[config.mk]
export PLATFORM = sky130hd
export DESIGN_NAME = imem_loader_flat
export DESIGN_NICKNAME = d
export VERILOG_FILES = /design/src/rtl/imem_loader_pkg.sv /design/src/rtl/imem_loader_if.sv /design/src/rtl/imem_loader_word_asm.sv /design/src/rtl/imem_loader.sv /design/src/flat_wrapper.sv
export SDC_FILE = /design/constraint.sdc
export NUM_CORES = 1
export LEC_CHECK = 0
export ABC_AREA = 1
export BUFFER_PORTS_ARGS = -buffer_cell sky130_fd_sc_hd__buf_2
export CORE_MARGIN = 2
export CORE_UTILIZATION = 40
export CTS_CLUSTER_SIZE = 40
export DETAILED_ROUTE_END_ITERATION = 6
export HOLD_SLACK_MARGIN = 0.03
export SETUP_SLACK_MARGIN = 0.05
export SYNTH_ARGS = -nofsm -noshare
export SYNTH_HDL_FRONTEND = slang
export SYNTH_SLANG_ARGS = --single-unit
[constraint.sdc]
create_clock -name clk -period 2.56 [get_ports clk]
set_clock_uncertainty 0.1 [all_clocks]
set_input_delay 0.384 -clock clk [delete_from_list [all_inputs] [get_ports clk]]
set_output_delay 0.384 -clock clk [all_outputs]
set_load 0.03 [all_outputs]
[src/rtl/imem_loader_pkg.sv]
// Shared definitions for the instruction-memory boot loader and the fetch memory.
package imem_loader_pkg;

   // Instruction memory size in words, shared with the fetch-side memory.
   localparam int unsigned IMEM_DEPTH = 33001;

   typedef enum logic [2:0] {
      StLen,
      StData,
      StCsum,
      StDone,
      StErr
   } loader_state_e;

endpackage

[src/rtl/imem_loader_if.sv]
// Byte-stream input and imem write/status bus of the boot loader.
interface imem_loader_if #(
   parameter int unsigned ADDR_W = 16
);
   logic [7:0]        rx_data;
   logic              rx_valid;
   logic              mem_we;
   logic [ADDR_W-1:0] mem_addr;
   logic [31:0]       mem_wdata;
   logic              cpu_hold;
   logic              load_done;
   logic              load_err;

   // Byte source / memory + status observer side.
   modport master (
      output rx_data, rx_valid,
      input  mem_we, mem_addr, mem_wdata, cpu_hold, load_done, load_err
   );

   // Loader side.
   modport slave (
      input  rx_data, rx_valid,
      output mem_we, mem_addr, mem_wdata, cpu_hold, load_done, load_err
   );
endinterface

[src/rtl/imem_loader_word_asm.sv]
// Little-endian byte-to-word assembler. The final byte is passed through
// combinationally so the full word is available in the cycle it arrives.
module loader_word_asm (
   input  logic        clk,
   input  logic        rst_n,
   input  logic        clear_i,
   input  logic        valid_i,
   input  logic [7:0]  byte_i,
   output logic [31:0] word_o,
   output logic        word_ready_o
);

   logic [1:0]  byte_cnt_q, byte_cnt_d;
   logic [23:0] shift_q, shift_d;

   // Next-state: place each byte at byte_cnt*8, wrap the counter 3->0.
   always_comb begin
      byte_cnt_d = byte_cnt_q;
      shift_d    = shift_q;
      if (clear_i) begin
         byte_cnt_d = 2'd0;
         shift_d    = 24'd0;
      end else if (valid_i) begin
         byte_cnt_d = byte_cnt_q + 2'd1;
         case (byte_cnt_q)
            2'd0:    shift_d[7:0]   = byte_i;
            2'd1:    shift_d[15:8]  = byte_i;
            2'd2:    shift_d[23:16] = byte_i;
            default: ;
         endcase
      end
   end

   // State register.
   always_ff @(posedge clk or negedge rst_n) begin
      if (!rst_n) begin
         byte_cnt_q <= 2'd0;
         shift_q    <= 24'd0;
      end else begin
         byte_cnt_q <= byte_cnt_d;
         shift_q    <= shift_d;
      end
   end

   assign word_o       = {byte_i, shift_q};
   assign word_ready_o = valid_i && (byte_cnt_q == 2'd3);

endmodule

[src/rtl/imem_loader.sv]
// Boot loader: frames the UART byte stream as length + words + XOR checksum,
// writes the words into instruction memory and holds the CPU until done.
module imem_loader
   import imem_loader_pkg::*;
#(
   parameter int unsigned DEPTH     = IMEM_DEPTH,
   parameter int unsigned ADDR_W    = 16,
   parameter int unsigned BASE_ADDR = 0,
   parameter int unsigned TIMEOUT   = 1000000
) (
   input logic         clk,
   input logic         rst_n,
   imem_loader_if.slave bus
);

   // Full 32-bit bound so huge headers are never truncated before the compare.
   localparam logic [31:0] MaxWords = 32'(DEPTH - BASE_ADDR);

   loader_state_e     state_q, state_d;
   logic [31:0]       n_q, n_d;
   logic [31:0]       word_idx_q, word_idx_d;
   logic [7:0]        csum_q, csum_d;
   logic [31:0]       idle_q, idle_d;
   logic              active_q, active_d;
   logic              mem_we_q, mem_we_d;
   logic [ADDR_W-1:0] mem_addr_q, mem_addr_d;
   logic [31:0]       mem_wdata_q, mem_wdata_d;

   logic        in_frame;
   logic        accept;
   logic        timeout;
   logic [31:0] asm_word;
   logic        asm_ready;

   assign in_frame = (state_q == StLen) || (state_q == StData) || (state_q == StCsum);
   assign accept   = bus.rx_valid && in_frame;
   // A byte in the timeout cycle wins, hence the !accept term.
   assign timeout  = in_frame && active_q && !accept && (idle_q == 32'(TIMEOUT - 1));

   loader_word_asm u_word_asm (
      .clk          (clk),
      .rst_n        (rst_n),
      .clear_i      (timeout),
      .valid_i      (accept),
      .byte_i       (bus.rx_data),
      .word_o       (asm_word),
      .word_ready_o (asm_ready)
   );

   // Next-state: frame FSM, checksum, idle timeout and registered write port.
   always_comb begin
      state_d     = state_q;
      n_d         = n_q;
      word_idx_d  = word_idx_q;
      csum_d      = csum_q;
      idle_d      = idle_q;
      active_d    = active_q;
      mem_we_d    = 1'b0;
      mem_addr_d  = mem_addr_q;
      mem_wdata_d = mem_wdata_q;

      if (accept) begin
         active_d = 1'b1;
         idle_d   = 32'd0;
      end else if (active_q && in_frame) begin
         idle_d = idle_q + 32'd1;
      end

      if (timeout) begin
         state_d    = StLen;
         word_idx_d = 32'd0;
         csum_d     = 8'd0;
         active_d   = 1'b0;
         idle_d     = 32'd0;
      end else if (accept) begin
         case (state_q)
            StLen: begin
               if (asm_ready) begin
                  n_d        = asm_word;
                  word_idx_d = 32'd0;
                  if (asm_word > MaxWords)  state_d = StErr;
                  else if (asm_word == '0)  state_d = StCsum;
                  else                      state_d = StData;
               end
            end
            StData: begin
               csum_d = csum_q ^ bus.rx_data;
               if (asm_ready) begin
                  mem_we_d    = 1'b1;
                  mem_addr_d  = ADDR_W'(BASE_ADDR + word_idx_q);
                  mem_wdata_d = asm_word;
                  word_idx_d  = word_idx_q + 32'd1;
                  if (word_idx_q == n_q - 32'd1) state_d = StCsum;
               end
            end
            StCsum: begin
               state_d = (bus.rx_data == csum_q) ? StDone : StErr;
            end
            default: ;
         endcase
      end
   end

   // State register; async reset also cancels any in-flight write pulse.
   always_ff @(posedge clk or negedge rst_n) begin
      if (!rst_n) begin
         state_q     <= StLen;
         n_q         <= 32'd0;
         word_idx_q  <= 32'd0;
         csum_q      <= 8'd0;
         idle_q      <= 32'd0;
         active_q    <= 1'b0;
         mem_we_q    <= 1'b0;
         mem_addr_q  <= '0;
         mem_wdata_q <= 32'd0;
      end else begin
         state_q     <= state_d;
         n_q         <= n_d;
         word_idx_q  <= word_idx_d;
         csum_q      <= csum_d;
         idle_q      <= idle_d;
         active_q    <= active_d;
         mem_we_q    <= mem_we_d;
         mem_addr_q  <= mem_addr_d;
         mem_wdata_q <= mem_wdata_d;
      end
   end

   assign bus.mem_we    = mem_we_q;
   assign bus.mem_addr  = mem_addr_q;
   assign bus.mem_wdata = mem_wdata_q;
   assign bus.cpu_hold  = (state_q != StDone);
   assign bus.load_done = (state_q == StDone);
   assign bus.load_err  = (state_q == StErr);

endmodule

[src/flat_wrapper.sv]
// flat-port wrapper written by rule: the top's interface ports become plain ports
module imem_loader_flat import imem_loader_pkg::*;
#(
   parameter int unsigned DEPTH     = IMEM_DEPTH,
   parameter int unsigned ADDR_W    = 16,
   parameter int unsigned BASE_ADDR = 0,
   parameter int unsigned TIMEOUT   = 1000000
)
  (clk, rst_n, bus_rx_data, bus_rx_valid, bus_mem_we, bus_mem_addr, bus_mem_wdata, bus_cpu_hold, bus_load_done, bus_load_err);
  imem_loader_if #(.ADDR_W(ADDR_W)) bus_i ();
  input logic clk;
  input logic rst_n;
  input wire logic [$bits(bus_i.rx_data)-1:0] bus_rx_data;
  input wire logic [$bits(bus_i.rx_valid)-1:0] bus_rx_valid;
  output wire logic [$bits(bus_i.mem_we)-1:0] bus_mem_we;
  output wire logic [$bits(bus_i.mem_addr)-1:0] bus_mem_addr;
  output wire logic [$bits(bus_i.mem_wdata)-1:0] bus_mem_wdata;
  output wire logic [$bits(bus_i.cpu_hold)-1:0] bus_cpu_hold;
  output wire logic [$bits(bus_i.load_done)-1:0] bus_load_done;
  output wire logic [$bits(bus_i.load_err)-1:0] bus_load_err;
  assign bus_i.rx_data = bus_rx_data;
  assign bus_i.rx_valid = bus_rx_valid;
  assign bus_mem_we = bus_i.mem_we;
  assign bus_mem_addr = bus_i.mem_addr;
  assign bus_mem_wdata = bus_i.mem_wdata;
  assign bus_cpu_hold = bus_i.cpu_hold;
  assign bus_load_done = bus_i.load_done;
  assign bus_load_err = bus_i.load_err;
  imem_loader #(.DEPTH(DEPTH), .ADDR_W(ADDR_W), .BASE_ADDR(BASE_ADDR), .TIMEOUT(TIMEOUT)) u_core (.clk(clk), .rst_n(rst_n), .bus(bus_i));
endmodule
==> flow_metrics.py, run 1 <==
metrics = {
    "drt": {
        "dr.first_iter.drc_count": 681,
        "vias": 8776,
        "wl_per_cell_um": 15.9,
        "post_drt_via_cell_ratio": 5.06,
        "ant_nets": 0,
        "dr.pass1.iters": 5,
        "route.detailed.drc": 0,
        "wirelength_mm": 27.6,
    },
    "yosys": {
        "yosysTopAreaCell": "dfrtp_1",
        "ys_seq_area_frac": 0.456,
        "syn-instance-count": 1322,
        "synth_common_cells": "nand2_1 (352), dfrtp_1 (183), inv_1 (173), nor2_1 (152), o21ai_0 (100)",
        "synth_top_cell_area_share": 0.456,
        "synth_edf_count": 0,
        "yosysMostFrequentCell": "nand2_1",
        "ys_seq_elements": 183,
        "synth_cell_types": 46,
        "synth_ff_type": "dfrtp_1",
        "synth_nets": 1340,
        "async_flop_share": 1.00,
        "yosysWarnings": 0,
        "syn-cell-area_um2": 10000,
        "synth.avg_cell_area_um2": 7.60,
        "synth.area.top_cells": "dfrtp_1 (46%), nand2_1 (13%), inv_1 (6.5%)",
    },
    "placed_design": {
        "place.gp.congestion": 0.917,
        "port_buffers": 62,
        "place_inst": 1697,
        "dpl.hpwl_mm": 20.8,
    },
    "power_and_ir_drop": {
        "p_sw_mw": 1.42,
        "p_int_mw": 4.25,
        "swShare": 0.251,
        "power_density_nw_per_um2": 494,
        "pwr-share-seq": 0.509,
        "pwr-share-clk": 0.471,
        "ir_worst_vdd_uv": 255,
        "p_total_mw": 5.68,
        "power.share.combinational": 0.021,
        "leakage_nw": 5.67,
    },
    "layout": {
        "area_delta_synth_final_pct": 14.4,
        "drive_above_1_share": 0.138,
        "final_cells": 1734,
        "multi_input_area_um2": 4690,
        "fill_cells": 2454,
        "ff_latch_area_um2": 4580,
        "nets": 1414,
    },
    "grt": {
        "grt-ovfl-total": 0,
        "grt_pass1_vias": 8413,
        "grt_pass1_wl_mm": 45.5,
        "antenna_found_initial": 2,
        "grt_start_max_net_pins": 66,
        "track_usage": 0.220,
    },
    "timing": {
        "setup_viol": 0,
        "slew_headroom": 0.607,
        "slew_viol_final": 0,
        "hold_viol": 0,
        "finalCriticalPeriod_ns": 2.34,
        "max_freq_mhz": 427,
        "rsz0062_at_grt": "true",
        "period_share": 0.916,
        "tightest_slew_ns": 0.588,
    },
    "clocking": {
        "cts_max_level": 4,
        "cts_root_buf": "clkbuf_16",
        "cts_buffers": 17,
        "cts_tree": "done",
        "clk_path_buf_depth": 2,
        "clock_latency_ns": 0.44,
        "cts.sinks": 183,
        "clkSlewWorstSetupHoldPaths_ns": 0.08,
    },
    "die": {
        "fp.dieH_um": 162,
        "core_area_um2": 24500,
        "ioPinCount": 63,
        "fp.dieW_um": 162,
        "start_util": 0.411,
        "die_area_um2": 26400,
        "num_rows": 57,
    },
    "setup_path": {
        "path_class": "reg2reg",
        "r2r_cells": 14,
        "worstSetupEndpointType": "flop",
        "rr_endpoint": "u_core.word_idx_q[13]",
        "r2r_start": "u_core.idle_q[0]",
        "cp_data_required_time_ns": 2.79,
        "worstPathMaxFanout": 17,
        "worstSetupStartpointType": "flop",
        "arrival_ns": 2.57,
        "rrSetupSlack_ns": 0.22,
    },
    "hold_path": {
        "hp-class": "in2reg",
        "hold_path.startpoint": "bus_rx_data[1]",
        "worstHoldPathCells": 3,
        "hold_end": "u_core.n_q[25]",
    },
    "status": {
        "outcome": "completed",
    },
    "job": {
        "maxCapViolations": 0,
    },
}
## flip-flops by register name (all words and copies together), names as in the netlist
| name | cells |
|---|---|
| u_core.n_q | 32 |
| u_core.u_word_asm.byte_cnt_q | 2 |
| u_core.state_q | 3 |
| u_core.idle_q | 32 |
| u_core.bus.mem_we | 1 |
| u_core.active_q | 1 |
| u_core.csum_q | 8 |
| u_core.u_word_asm.shift_q | 24 |
| u_core.bus.mem_addr | 16 |
| u_core.word_idx_q | 32 |
| u_core.bus.mem_wdata | 32 |
## cells in the final DEF, fill, tap and decap left out, types with 6 or more instances in the layout
| master | n |
|---|---|
| nand2_1 | 347 |
| dfrtp_1 | 181 |
| inv_1 | 172 |
| nor2_1 | 144 |
| o21ai_0 | 100 |
| buf_2 | 61 |
| nand3_1 | 50 |
| xor2_1 | 37 |
| nor3_1 | 35 |
| nand4_1 | 31 |
| a21oi_1 | 31 |
| xnor2_1 | 18 |
| clkbuf_16 | 17 |
| buf_4 | 17 |
| nor2_2 | 15 |
| nor2_4 | 14 |
| nand2_2 | 14 |
| inv_2 | 13 |
| o21ai_1 | 10 |
| nand3b_1 | 9 |
| o22ai_1 | 9 |
| nor4_1 | 8 |
| a211oi_1 | 7 |
| nand2_4 | 6 |
## worst max-delay path, cell delays in order (launching register included)
cell and delay (ns):
dfrtp_1 0.41, ha_1 0.21, nand2_1 0.11, nor2_4 0.15, inv_2 0.07, nor2_4 0.11
nand3_2 0.10, nor2_4 0.12, nand2_4 0.07, nand2_4 0.20, nand3_1 0.16, nor2_2 0.15
nand2_1 0.08, o21ai_1 0.13, nor2_1 0.05
## cells by family (layout without fill, tap and decap cells)
logic type | Yosys count | after routing | synth area share
and+or+nand+nor | 690 | 690 | 0.308
buffers and inverters | 213 | 300 | 0.0833
DFF | 183 | 183 | 0.456
AOI/OAI and AO/OA | 174 | 174 | 0.0963
xor gates and xnor gates | 55 | 55 | 0.0480
adders and majority gates | 7 | 7 | 0.00872
other | 0 | 1 | 0
## worst max-delay path by stage
stage	startpoint	endpoint	slack, ns	cells past startpoint
2_1_floorplan	u_core.state_q[0]	bus_cpu_hold	0.46	3
3_3_place_gp	u_core.n_q[0]	u_core.state_q[0]	0.13	17
3_5_place_dp	u_core.n_q[0]	u_core.state_q[1]	0.10	17
4_1_cts	u_core.n_q[0]	u_core.state_q[1]	0.09	17
5_1_grt	u_core.idle_q[0]	u_core.idle_q[21]	-0.003	12
6_report	u_core.idle_q[0]	u_core.word_idx_q[13]	0.22	14
## power groups by stage
stage                     combinational [mW]  sequential, mW  clock (mW)
after CTS                              0.122            2.89        2.73
after floorplan                       0.0169            2.95           0
after detailed placement               0.120            2.95           0
after global routing                   0.133            2.89        2.85
after global placement                 0.119            2.95           0
final                                  0.117            2.89        2.67
## through the flow
step,hold WS [ns],utilization,cell area (um^2),worst slack [ns],setup TNS [ns]
after detailed placement,0.250,0.441,10800,0.105,0
after floorplan,-0.0116,-,10000,0.463,0
after global placement,0.252,0.441,10800,0.129,0
after CTS,0.160,0.466,11400,0.0923,0
final,0.171,0.470,11500,0.215,0
after global routing,0.172,0.470,11500,-0.00341,-0.00427
## layout make-up
class / count / share of cell area
flip-flops and latches: 183 / 0.399
inverters: 185 / 0.0604
well taps: 324 / 0.0353
clock buffers: 19 / 0.0386
diodes: 1 / 0.000218
multi-input cells: 926 / 0.408
repair buffers: 83 / 0.0450
clock inverters: 13 / 0.0133
## layer usage
metal	wire, um	track usage	vias up
li1	-	-	4360
met1	13400	0.317	4184
met2	12800	0.354	208
met3	1100	0.0316	24
met4	310	0.0503	0
met5	0	0	-
## timing repair
item	in CTS	in global routing
setup endpoints to repair	0	31
endpoints found under the hold margin	40	0
hold buffers	1	0
gates resized for setup	0	23
buffers inserted	0	3
No activity file was read; power rests on OpenSTA's default activity.
==> run 2: changes to the inputs <==
==> constraint.sdc (replaced) <==
create_clock -name clk -period 2 [get_ports clk]
set_clock_uncertainty 0.1 [all_clocks]
set_input_delay 0.3 -clock clk [delete_from_list [all_inputs] [get_ports clk]]
set_output_delay 0.3 -clock clk [all_outputs]
set_load 0.03 [all_outputs]
==> flow_metrics.py, run 2 (synthesis gave the netlist of run 1 again) <==
metrics = {
    "status": {
        "outcome": "complete, but fails checks",
        "violations": "setup timing",
    },
    "die": {
        "num_rows": 57,
        "core_area_um2": 24500,
        "die_area_um2": 26400,
        "start_util": 0.411,
        "ioPinCount": 63,
        "fp.dieH_um": 162,
        "fp.dieW_um": 162,
    },
    "clocking": {
        "clk_path_buf_depth": 2,
        "cts_max_level": 4,
        "clock_latency_ns": 0.45,
        "cts_root_buf": "clkbuf_16",
        "clkSlewWorstSetupHoldPaths_ns": 0.09,
        "cts_buffers": 17,
        "cts_tree": "done",
        "cts.sinks": 183,
    },
    "placed_design": {
        "dpl.hpwl_mm": 22.8,
        "port_buffers": 62,
        "dp_slack_ns": -0.307,
        "place_inst": 1874,
        "place.gp.congestion": 0.932,
        "dpl-instance-area_um2": 12200,
    },
    "drt": {
        "dr.pass1.iters": 5,
        "wl_per_cell_um": 18.0,
        "dr.first_iter.drc_count": 913,
        "wirelength_mm": 35.8,
        "ant_nets": 0,
        "post_drt_via_cell_ratio": 5.19,
        "vias": 10300,
        "route.detailed.drc": 0,
    },
    "timing": {
        "slew_headroom": 0.746,
        "setup_ws_ns": -0.206,
        "rsz0062_at_grt": "true",
        "fin_hold_ws_ns": 0.0999,
        "setup_viol": 91,
        "slew_viol_final": 0,
        "fin_setup_tns_ns": -6.07,
        "hold_viol": 0,
        "period_share": 1.10,
        "max_freq_mhz": 453,
        "tightest_slew_ns": 0.380,
        "finalCriticalPeriod_ns": 2.21,
    },
    "setup_path": {
        "worstPathMaxFanout": 5,
        "rrSetupSlack_ns": -0.21,
        "worstSetupEndpointType": "flop",
        "path_class": "reg2reg",
        "rr_endpoint": "u_core.state_q[0]",
        "arrival_ns": 2.45,
        "r2r_start": "u_core.n_q[0]",
        "r2r_cells": 16,
        "cp_data_required_time_ns": 2.25,
        "worstSetupStartpointType": "flop",
    },
    "layout": {
        "final_common_cell": "nand2_1",
        "final_cells": 1988,
        "utilization": 0.643,
        "drive_above_1_share": 0.448,
        "area_delta_synth_final_pct": 56.5,
        "insertedDiodeCount": 0,
        "final_cell_mix": "nand2_1 (220), buf_4 (197), dfrtp_1 (177)",
        "finalInstanceArea_um2": 15700,
        "nets": 1669,
    },
    "grt": {
        "grt_pass1_vias": 9487,
        "antenna_found_initial": 0,
        "grt-ovfl-total": 0,
        "track_usage": 0.244,
        "grt_start_max_net_pins": 53,
        "grt_pass1_wl_mm": 49.9,
    },
    "power_and_ir_drop": {
        "p_total_mw": 7.61,
        "power_density_nw_per_um2": 484,
        "leakage_nw": 7.67,
        "ir_worst_vdd_uv": 495,
    },
    "job": {
        "maxCapViolations": 0,
    },
    "hold_path": {
        "hold_path.startpoint": "bus_rx_data[0]",
        "worstHoldPathCells": 3,
        "hold_end": "u_core.bus.mem_wdata[24]",
        "hp-class": "in2reg",
    },
}
==> run 2: changes by cell type in the layout (fill, tap and decap cells not counted), sizes merged <==
cell | before | now
buf | 81 | 319
clkbuf | 20 | 31
clkinvlp | 1 | 3
inv | 193 | 195
clkinv | 4 | 5
diode | 1 | 0
nand2 | 367 | 368
==> run 2: how the worst max path moves through the flow <==
stage                     slack, ns               endpoint  depth (start not counted)             start
after global routing          -0.34      u_core.state_q[0]                         14     u_core.n_q[6]
final                         -0.21      u_core.state_q[0]                         16     u_core.n_q[0]
after floorplan                0.04  u_core.word_idx_q[28]                         13  u_core.idle_q[0]
after CTS                     -0.12      u_core.state_q[1]                         17     u_core.n_q[0]
after global placement        -0.32      u_core.state_q[0]                         17     u_core.n_q[0]
after detailed placement      -0.31      u_core.state_q[1]                         17     u_core.n_q[0]
==> run 2: routing by layer <==
layer | routed length [um] | up-vias | track usage
met5 | 0 | - | 0
met4 | 831 | 0 | 0.0724
met2 | 17400 | 354 | 0.389
li1 | - | 4898 | -
met1 | 15500 | 5002 | 0.345
met3 | 2010 | 67 | 0.0379
==> run 2: repair_timing <==
action	in CTS	in global routing
endpoints found under the hold margin	63	0
setup buffers	14	44
setup endpoints to repair	126	168
hold buffers	1	0
resized for setup	170	431
cloned	7	21
pin swaps	24	99
==> run 2: final cells by class <==
| class | count | area (um^2) |
|---|---|---|
| multi-input combinational | 927 | 6210 |
| clock inverter | 15 | 223 |
| sequential | 183 | 4590 |
| fill | 1922 | 8740 |
| inverter | 185 | 739 |
| clock buffer | 17 | 425 |
| tap | 324 | 405 |
| timing repair inverter | 3 | 30.0 |
| timing repair buffer | 334 | 3100 |
==> run 2: worst max-delay path: stages, from the launching register on <==
cell and delay [ns]:
dfrtp_1 0.39, inv_2 0.08, buf_4 0.14, nand3_4 0.10, nor2_4 0.21, buf_6 0.12
nand4_1 0.08, nand2_1 0.08, inv_1 0.04, nor2_1 0.10, nand2_1 0.07, nor2_2 0.14
nand3_2 0.13, nand2_4 0.12, nand3_2 0.08, nand2_1 0.08, nor2_1 0.04
==> run 2: power by group <==
| group | leakage [nW] | internal [mW] | switching, mW |
|---|---|---|---|
| logic | 5.21 | 0.0408 | 0.144 |
| registers | 2.14 | 3.70 | 0 |
| clock network | 0.311 | 1.78 | 1.95 |
